<file path="config.mk">
export PLATFORM = sky130hd
export DESIGN_NAME = cache_arbiter_flat
export DESIGN_NICKNAME = d
export VERILOG_FILES = /design/src/rtl/cache_arbiter_if.sv /design/src/rtl/cache_arbiter.sv /design/src/flat_wrapper.sv
export SDC_FILE = /design/constraint.sdc
export NUM_CORES = 1
export LEC_CHECK = 0
export ABC_AREA = 1
export CORE_AREA = 3 3 153 155
export CTS_BUF_LIST = sky130_fd_sc_hd__clkbuf_4 sky130_fd_sc_hd__clkbuf_8 sky130_fd_sc_hd__clkbuf_16
export DETAILED_ROUTE_END_ITERATION = 10
export DIE_AREA = 0 0 156 158
export GPL_ROUTABILITY_DRIVEN = 0
export MAX_ROUTING_LAYER = met4
export PLACE_DENSITY = 0.68
export SLEW_MARGIN = 40
export SYNTH_ARGS = -nofsm -noshare
export SYNTH_HDL_FRONTEND = slang
export SYNTH_SLANG_ARGS = --single-unit
</file>
<file path="constraint.sdc">
create_clock -name clk -period 4.5 [get_ports clk]
set_clock_uncertainty 0.15 [all_clocks]
set_input_delay 0.9 -clock clk [delete_from_list [all_inputs] [get_ports clk]]
set_output_delay 0.9 -clock clk [all_outputs]
set_load 0.01 [all_outputs]
</file>
<file path="src/rtl/cache_arbiter_if.sv">
// Purpose : bundles the cache-side (two clients) and memory-side handshake
//           signals of the cache arbiter.
// Modports: slave  - the arbiter's view (receives client/bus inputs, drives
//                    grants, response beats and the memory request)
//           master - the environment's view (caches and memory model)
// Cache side : cache_reqcyc/cache_req/cache_reqtag/cache_respack in,
//              cache_reqack/cache_respcyc/cache_resp/cache_resptag out.
// Memory side: bus_reqack/bus_respcyc/bus_resp/bus_resptag in,
//              bus_reqcyc/bus_req/bus_reqtag/bus_respack out.
interface cache_arbiter_if #(
    parameter int unsigned WORDSIZE = 64,
    parameter int unsigned TAGWIDTH = 13
);
    logic [1:0]            cache_reqcyc;
    logic [2*WORDSIZE-1:0] cache_req;
    logic [2*TAGWIDTH-1:0] cache_reqtag;
    logic [1:0]            cache_reqack;
    logic [1:0]            cache_respcyc;
    logic [WORDSIZE-1:0]   cache_resp;
    logic [TAGWIDTH-1:0]   cache_resptag;
    logic [1:0]            cache_respack;

    logic                  bus_reqcyc;
    logic [WORDSIZE-1:0]   bus_req;
    logic [TAGWIDTH-1:0]   bus_reqtag;
    logic                  bus_reqack;
    logic                  bus_respcyc;
    logic [WORDSIZE-1:0]   bus_resp;
    logic [TAGWIDTH-1:0]   bus_resptag;
    logic                  bus_respack;

    modport slave (
        input  cache_reqcyc, cache_req, cache_reqtag, cache_respack,
        input  bus_reqack, bus_respcyc, bus_resp, bus_resptag,
        output cache_reqack, cache_respcyc, cache_resp, cache_resptag,
        output bus_reqcyc, bus_req, bus_reqtag, bus_respack
    );

    modport master (
        output cache_reqcyc, cache_req, cache_reqtag, cache_respack,
        output bus_reqack, bus_respcyc, bus_resp, bus_resptag,
        input  cache_reqack, cache_respcyc, cache_resp, cache_resptag,
        input  bus_reqcyc, bus_req, bus_reqtag, bus_respack
    );
endinterface

</file>
<file path="src/rtl/cache_arbiter.sv">
// Purpose : round-robin arbiter sharing one memory bus between an I-cache
//           (client 0) and a D-cache (client 1). One line fill of BEATS
//           response beats is in flight at a time; beats are forwarded to
//           the granted client one cycle after they appear on the bus.
// Ports   : clk     - clock
//           reset   - asynchronous active-low reset
//           cif     - cache_arbiter_if.slave, all client and memory handshakes
//           err_tag - sticky tag-mismatch flag (only with ARB_TAGCHECK_EN)
// Options : define ARB_TAGCHECK_EN to drop (but still ack) beats whose tag
//           differs from the granted request tag and flag them on err_tag.
module cache_arbiter #(
    parameter int unsigned WORDSIZE = 64,
    parameter int unsigned TAGWIDTH = 13,
    parameter int unsigned BEATS    = 8
) (
    input  logic           clk,
    input  logic           reset,
`ifdef ARB_TAGCHECK_EN
    output logic           err_tag,
`endif
    cache_arbiter_if.slave cif
);

    localparam int unsigned CNT_W = 3;

    typedef enum logic [1:0] {
        IDLE = 2'd0,
        REQ  = 2'd1,
        XFER = 2'd2
    } state_e;

    state_e                state_q, state_d;
    logic                  grant_q, grant_d;
    logic                  last_q, last_d;
    logic [WORDSIZE-1:0]   req_q, req_d;
    logic [TAGWIDTH-1:0]   tag_q, tag_d;
    logic [CNT_W-1:0]      cnt_q, cnt_d;

    logic [1:0]            reqack_q, reqack_d;
    logic [1:0]            respcyc_q, respcyc_d;
    logic [WORDSIZE-1:0]   resp_q, resp_d;
    logic [TAGWIDTH-1:0]   resptag_q, resptag_d;
    logic                  bus_reqcyc_q, bus_reqcyc_d;
    logic                  bus_respack_q, bus_respack_d;

    logic                  any_req;
    logic                  pick;
    logic                  beat;
    logic                  tag_ok;
    logic                  fwd;
    logic                  last_beat;

    // Round robin: on contention the client not granted last time wins.
    assign any_req   = |cif.cache_reqcyc;
    assign pick      = (&cif.cache_reqcyc) ? ~last_q : cif.cache_reqcyc[1];

    // Bus beats only count while a fill is outstanding.
    assign beat      = cif.bus_respcyc && (state_q != IDLE);

`ifdef ARB_TAGCHECK_EN
    assign tag_ok    = (cif.bus_resptag == tag_q);
`else
    assign tag_ok    = 1'b1;
`endif

    assign fwd       = beat && tag_ok;
    assign last_beat = fwd && (cnt_q == CNT_W'(BEATS - 1));

    // State register.
    always_ff @(posedge clk or negedge reset) begin
        if (!reset) begin
            state_q <= IDLE;
        end else begin
            state_q <= state_d;
        end
    end

    // Next-state logic.
    always_comb begin
        state_d = state_q;
        case (state_q)
            IDLE: begin
                if (any_req) state_d = REQ;
            end
            REQ: begin
                if (last_beat)           state_d = IDLE;
                else if (cif.bus_reqack) state_d = XFER;
            end
            XFER: begin
                if (last_beat) state_d = IDLE;
            end
            default: state_d = IDLE;
        endcase
    end

`ifdef ARB_TAGCHECK_EN
    logic err_q, err_d;
`endif

    // Output / datapath next values; every output is registered.
    always_comb begin
        grant_d       = grant_q;
        last_d        = last_q;
        req_d         = req_q;
        tag_d         = tag_q;
        cnt_d         = cnt_q;
        reqack_d      = 2'b00;
        respcyc_d     = 2'b00;
        resp_d        = resp_q;
        resptag_d     = resptag_q;
        bus_reqcyc_d  = 1'b0;
        bus_respack_d = 1'b0;
`ifdef ARB_TAGCHECK_EN
        err_d         = err_q;
`endif

        case (state_q)
            IDLE: begin
                if (any_req) begin
                    grant_d      = pick;
                    last_d       = pick;
                    req_d        = pick ? cif.cache_req[2*WORDSIZE-1:WORDSIZE]
                                        : cif.cache_req[WORDSIZE-1:0];
                    tag_d        = pick ? cif.cache_reqtag[2*TAGWIDTH-1:TAGWIDTH]
                                        : cif.cache_reqtag[TAGWIDTH-1:0];
                    reqack_d     = pick ? 2'b10 : 2'b01;
                    bus_reqcyc_d = 1'b1;
                end
            end
            REQ: begin
                // Hold the request until memory accepts it.
                bus_reqcyc_d = !cif.bus_reqack && !last_beat;
            end
            default: ;
        endcase

        // Every beat in a fill is acked; only matching beats go to the client.
        if (beat) begin
            bus_respack_d = 1'b1;
        end
        if (fwd) begin
            respcyc_d = grant_q ? 2'b10 : 2'b01;
            resp_d    = cif.bus_resp;
            resptag_d = cif.bus_resptag;
            cnt_d     = last_beat ? '0 : cnt_q + CNT_W'(1);
        end
`ifdef ARB_TAGCHECK_EN
        if (beat && !tag_ok) begin
            err_d = 1'b1;
        end
`endif
    end

    // Datapath and output registers.
    always_ff @(posedge clk or negedge reset) begin
        if (!reset) begin
            grant_q       <= 1'b0;
            last_q        <= 1'b1;
            req_q         <= '0;
            tag_q         <= '0;
            cnt_q         <= '0;
            reqack_q      <= 2'b00;
            respcyc_q     <= 2'b00;
            resp_q        <= '0;
            resptag_q     <= '0;
            bus_reqcyc_q  <= 1'b0;
            bus_respack_q <= 1'b0;
        end else begin
            grant_q       <= grant_d;
            last_q        <= last_d;
            req_q         <= req_d;
            tag_q         <= tag_d;
            cnt_q         <= cnt_d;
            reqack_q      <= reqack_d;
            respcyc_q     <= respcyc_d;
            resp_q        <= resp_d;
            resptag_q     <= resptag_d;
            bus_reqcyc_q  <= bus_reqcyc_d;
            bus_respack_q <= bus_respack_d;
        end
    end

`ifdef ARB_TAGCHECK_EN
    // Sticky tag-mismatch flag.
    always_ff @(posedge clk or negedge reset) begin
        if (!reset) begin
            err_q <= 1'b0;
        end else begin
            err_q <= err_d;
        end
    end

    assign err_tag = err_q;
`endif

    assign cif.cache_reqack  = reqack_q;
    assign cif.cache_respcyc = respcyc_q;
    assign cif.cache_resp    = resp_q;
    assign cif.cache_resptag = resptag_q;
    assign cif.bus_reqcyc    = bus_reqcyc_q;
    assign cif.bus_req       = req_q;
    assign cif.bus_reqtag    = tag_q;
    assign cif.bus_respack   = bus_respack_q;

endmodule

</file>
<file path="src/flat_wrapper.sv">
// flat-port wrapper written by rule: the top's interface ports become plain ports
module cache_arbiter_flat 
#(
    parameter int unsigned WORDSIZE = 64,
    parameter int unsigned TAGWIDTH = 13,
    parameter int unsigned BEATS    = 8
)
  (clk, reset, cif_cache_reqcyc, cif_cache_req, cif_cache_reqtag, cif_cache_respack, cif_bus_reqack, cif_bus_respcyc, cif_bus_resp, cif_bus_resptag, cif_cache_reqack, cif_cache_respcyc, cif_cache_resp, cif_cache_resptag, cif_bus_reqcyc, cif_bus_req, cif_bus_reqtag, cif_bus_respack);
  cache_arbiter_if #(.WORDSIZE(WORDSIZE), .TAGWIDTH(TAGWIDTH)) cif_i ();
  input  logic clk;
  input  logic reset;
  input wire logic [$bits(cif_i.cache_reqcyc)-1:0] cif_cache_reqcyc;
  input wire logic [$bits(cif_i.cache_req)-1:0] cif_cache_req;
  input wire logic [$bits(cif_i.cache_reqtag)-1:0] cif_cache_reqtag;
  input wire logic [$bits(cif_i.cache_respack)-1:0] cif_cache_respack;
  input wire logic [$bits(cif_i.bus_reqack)-1:0] cif_bus_reqack;
  input wire logic [$bits(cif_i.bus_respcyc)-1:0] cif_bus_respcyc;
  input wire logic [$bits(cif_i.bus_resp)-1:0] cif_bus_resp;
  input wire logic [$bits(cif_i.bus_resptag)-1:0] cif_bus_resptag;
  output wire logic [$bits(cif_i.cache_reqack)-1:0] cif_cache_reqack;
  output wire logic [$bits(cif_i.cache_respcyc)-1:0] cif_cache_respcyc;
  output wire logic [$bits(cif_i.cache_resp)-1:0] cif_cache_resp;
  output wire logic [$bits(cif_i.cache_resptag)-1:0] cif_cache_resptag;
  output wire logic [$bits(cif_i.bus_reqcyc)-1:0] cif_bus_reqcyc;
  output wire logic [$bits(cif_i.bus_req)-1:0] cif_bus_req;
  output wire logic [$bits(cif_i.bus_reqtag)-1:0] cif_bus_reqtag;
  output wire logic [$bits(cif_i.bus_respack)-1:0] cif_bus_respack;
  assign cif_i.cache_reqcyc = cif_cache_reqcyc;
  assign cif_i.cache_req = cif_cache_req;
  assign cif_i.cache_reqtag = cif_cache_reqtag;
  assign cif_i.cache_respack = cif_cache_respack;
  assign cif_i.bus_reqack = cif_bus_reqack;
  assign cif_i.bus_respcyc = cif_bus_respcyc;
  assign cif_i.bus_resp = cif_bus_resp;
  assign cif_i.bus_resptag = cif_bus_resptag;
  assign cif_cache_reqack = cif_i.cache_reqack;
  assign cif_cache_respcyc = cif_i.cache_respcyc;
  assign cif_cache_resp = cif_i.cache_resp;
  assign cif_cache_resptag = cif_i.cache_resptag;
  assign cif_bus_reqcyc = cif_i.bus_reqcyc;
  assign cif_bus_req = cif_i.bus_req;
  assign cif_bus_reqtag = cif_i.bus_reqtag;
  assign cif_bus_respack = cif_i.bus_respack;
  cache_arbiter #(.WORDSIZE(WORDSIZE), .TAGWIDTH(TAGWIDTH), .BEATS(BEATS)) u_core (.clk(clk), .reset(reset), .cif(cif_i));
endmodule
</file>
# After elaboration in Yosys (flattened, before gate mapping)
# Cells that the tools add are included.
# word_totals
input_bits	239
regBits	167
# classes
reduce_logical	11
eq_ne	6
addsub	1
n_mux	17
n_bitwise	1
# ops
op	count
$mux 64	1
$mux 2	9
$mux 13	1
$pmux 2 s3	1
$ne 2x1->1 const B	2
$reduce_and 2->1	2
$add 3x1->3 const B	1
$eq 3x3->1 const B	1
$logic_and 1x1->1	3
$mux 1	3
$mux 3	1
$ne 3x2->1 const B	1
$reduce_and 3->1	1
$eq 2x1->1 const B	1
$eq 2x2->1 const B	1
$logic_not 1->1	2
$logic_not 2->1	1
$pmux 1 s2	1
$reduce_bool 2->1	1
$reduce_or 2->1	1
$not 1->1	1

# Depth between registers and ports, before layout
# depth
word_depth	6
depth_mapped	9
mapped_depth_nobuf	7

# Worst setup path after synthesis
# Ideal clock, no wire load.
# synth_timing
kind	input to register
start	input cif_cache_reqcyc[0]
end	register u_core.req_q[25] (netlist: u_core.cif.bus_req[25])
n_path_buf	2
slack_ns	2.662
required_time_ns	4.234
setup_time_ns	0.116
arrival_ns	1.571
cell_stages	9
cell_sequence	nand2_1 > nand2_2 > inv_2 > buf_4 > buf_4 > nand2_1 > nand2_1 > nand2_1 > nand2_1
# synth_between
elab_chain_len	3
elab_cells_between_ends	5
# synth_lines
item	line_no	rtl
start: declaration	flat_wrapper.sv:12	input wire logic [$bits(cif_i.cache_reqcyc)-1:0] cif_cache_reqcyc;
$reduce_and 2->1	cache_arbiter.sv:55	assign pick = (&cif.cache_reqcyc) ? ~last_q : cif.cache_reqcyc[1];
$mux 1	cache_arbiter.sv:55	
$mux 64	cache_arbiter.sv:122	req_d = pick ? cif.cache_req[2*WORDSIZE-1:WORDSIZE]
end signal: assignment	cache_arbiter.sv:171	req_q <= req_d;
end: declaration	cache_arbiter.sv:35	logic [WORDSIZE-1:0] req_q, req_d;
# Parallel ways exist; a longest one is shown, timed or not.
# A chain may end at the register's enable or synchronous reset.

# Final worst setup path
# layout_timing
start	input cif_cache_reqcyc[1]
end	register u_core.tag_q[5] (netlist: u_core.cif.bus_reqtag[5])
# layout_between
elab_chain_len	3
elab_cells_between_ends	5
# layout_lines
item	line_no	rtl
$reduce_and 2->1	cache_arbiter.sv:55	
$mux 1	cache_arbiter.sv:55	
$mux 13	cache_arbiter.sv:124	tag_d = pick ? cif.cache_reqtag[2*TAGWIDTH-1:TAGWIDTH]
end signal: assignment	cache_arbiter.sv:172	tag_q <= tag_d;
end: declaration	cache_arbiter.sv:36	logic [TAGWIDTH-1:0] tag_q, tag_d;
# Parallel ways exist; a longest one is shown, timed or not.

==> results.txt <==
Inserted Clock Buffers: 17
most frequent cells in the layout: nand2_1 (705), clkdlybuf4s50_1 (395), dfrtp_1 (166)
Worst Setup SP: cif_cache_reqcyc[1]
Pwr Density: 634.3 nW/um^2
final setup fails: 0
number of core rows: 54
core box area: 21,960 sq um
slew margin rel.: 51.69%
DR DRC count: 0
crit-path cells: clkdlybuf4s50_1 -> nand2_2 -> inv_2 -> buf_4 -> nand2_1 -> nand2_1 -> nand2_1 -> nand2_1
CP startpoint kind: primary input
CTS Sinks: 167
Post-CTS Setup Inserts: 0
final hold violation count: 0
final cell count without fillers: 1,616
initial drt markers: 290
CP max stage cell: clkdlybuf4s50_1
Hold Crit Start: u_core.grant_q
Max Transition Viols Final: 0
met3 Track Usage GR: 6.998%
share of post-route cells with drive strength above 1: 3.668%
CP delay by family, top: buffers and inverters
hold_buf cts: 0
slew of the pin with the lowest slew margin: 0.7246 ns
mapped cell area: 7273 sq um
setup total negative slack: 0 ns
CP arrival: 2.81 ns
dpl hpwl: 17,370 um
I/O pins: 399
fin nets: 1,565
Layout fillers: 2,077
Max Clk Rate: 383.5 MHz
I/O Buffers: 396
CTS Root Cell: clkbuf_16
GRT Overall Usage: 19.62%
share of the synthesized area in the top cell type: 57.11%
first-pass GRT wire length: 36,800 um
detailed-route via count: 7,106
commonest non-fill, non-tap cell in the layout: nand2_1
initial antenna violation count: 0
max-cap violations: 0
Synth area leader: dfrtp_1
M2 GR Usage: 32.85%
grt peak-use layer: met2
reg2reg start: u_core.last_q
H-tree Lvls: 4
ANT cells: 0
effective utilization at floorplan: 33.12%
final worst-path cycle share: 57.95%
worst path required time: 4.70 ns
P&R area growth vs syn: 65.08%
die area: 24,650 sq um
Crit Path Max Fanout: 38
Critical Path Sink Type: flip-flop
Bufs on Longest Clock Path: 2
register area share after synthesis: 57.47%
largest net degree at the start of global routing: 90
critical path class: in2reg
final wirelength: 24,330 um
Avg Inst Size Synth: 7.664 sq um
count of cell types in the netlist: 16
vias in the first global route: 6,858
status: complete, no violations
GRT overflow: 0
Cells after DPL: 1,585
CTS resizes: 0
Tmin final: 2.608 ns
crit-path most repeated cell: nand2_1
RSZ-0062 raised after global routing: false
Buf/Inv on CP: 3
vias per cell: 4.397
Synth area leaders: dfrtp_1 (57%), nand2_1 (36%), buf_2 (2.2%)
Pleak: 6.069 nW
Worst Hold Class: reg2reg
antenna-violating nets left: 0
per-cell routed wire length: 15.06 um
worst skew pair latency: 0.41 ns
Syn. warnings: 0
DIE HEIGHT: 158 um
met1 Use GR: 22.80%
Worst-path clk slew: 0.07 ns
syn_nets: 1,190
Synth Register Bits: 167
CTS tree: yes
First-pass DRT Iterations: 4
die span in x: 156 um
cell count after synthesis: 949
peak supply drop: 0.0003076 V
max incr delay on CP: 0.49 ns
-- through the flow --
step                      area, sq um  setup WS [ns]  total power [mW]  util, %  hold slack [ns]
after floorplan                  7273          2.662             4.153        -           0.2532
after global placement          11380          1.438             6.099    51.81           0.2588
after detailed placement        11380          1.410             6.160    51.81           0.2654
after CTS                       11990          1.860             7.736    54.60           0.2753
after global routing            12010          1.728             8.178    54.68           0.2864
final                           12010          1.892             7.616    54.68           0.2729
-- registers in the layout (all words and copies together), names as in the netlist --
| name | flops |
|---|---|
| u_core.cif.bus_req | 64 |
| u_core.cif.bus_reqcyc | 1 |
| u_core.cif.bus_reqtag | 13 |
| u_core.cif.bus_respack | 1 |
| u_core.cif.cache_reqack | 2 |
| u_core.cif.cache_resp | 64 |
| u_core.cif.cache_respcyc | 2 |
| u_core.cif.cache_resptag | 13 |
| u_core.cnt_q | 3 |
| u_core.grant_q | 1 |
| u_core.last_q | 1 |
| u_core.state_q | 2 |
-- cell usage after synthesis --
cell type,n
ha_1,2
inv_2,4
buf_4,14
nand2_2,1
buf_2,32
nor2_4,1
inv_1,4
nand3_1,3
nand2_1,705
o21ai_0,4
o21a_1,1
nand4_1,1
buf_6,3
dfrtp_1,166
dfstp_2,1
nor2_1,7
-- metal layers --
metal	vias to the layer above	share of wire, %
met2	264	49
met1	3236	41
met4	0	1.0
met3	17	9.2
li1	3589	-
met5	-	0
-- power by group --
group          leakage [nW]  switching [mW]  internal (mW)
logic                  3.70            1.76           1.74
registers              2.07           0.361           2.22
clock network         0.299           0.646          0.889
total                  6.07            2.77           4.85
-- cell families (layout without fill, tap and decap cells) --
kind of cell | Yosys count | after routing | synth area share (%)
AOI/OAI and AO/OA | 5 | 5 | 0.3785
and+or+nand+nor | 718 | 718 | 37.28
adders and majority gates | 2 | 2 | 0.3440
DFF | 167 | 167 | 57.47
buffers and inverters | 57 | 444 | 4.524
-- final cells by class --
type / instances / area, sq um / area share, %
Multi-Input combinational cell: 725 / 2771 / 23.08
Clock inverter: 14 / 186.4 / 1.553
Tap cell: 280 / 350.3 / 2.918
Sequential cell: 167 / 4180 / 34.82
Clock buffer: 17 / 425.4 / 3.543
Timing Repair Buffer: 405 / 4063 / 33.84
Inverter: 8 / 30.03 / 0.2501
-- worst paths after layout --
check	endpoint	slack [ns]	cells after the start
min in group asynchronous	u_core.cif.bus_req[3]	0.37	1
max reg2reg	u_core.cif.bus_reqtag[5]	2.45	8
min reg2reg	u_core.cif.cache_respcyc[0]	0.27	1
max	u_core.cif.bus_reqtag[5]	1.89	8
max in group asynchronous	u_core.cif.bus_req[29]	2.84	2
min	u_core.cif.cache_respcyc[0]	0.27	1
No activity file was read; power rests on OpenSTA's default activity.
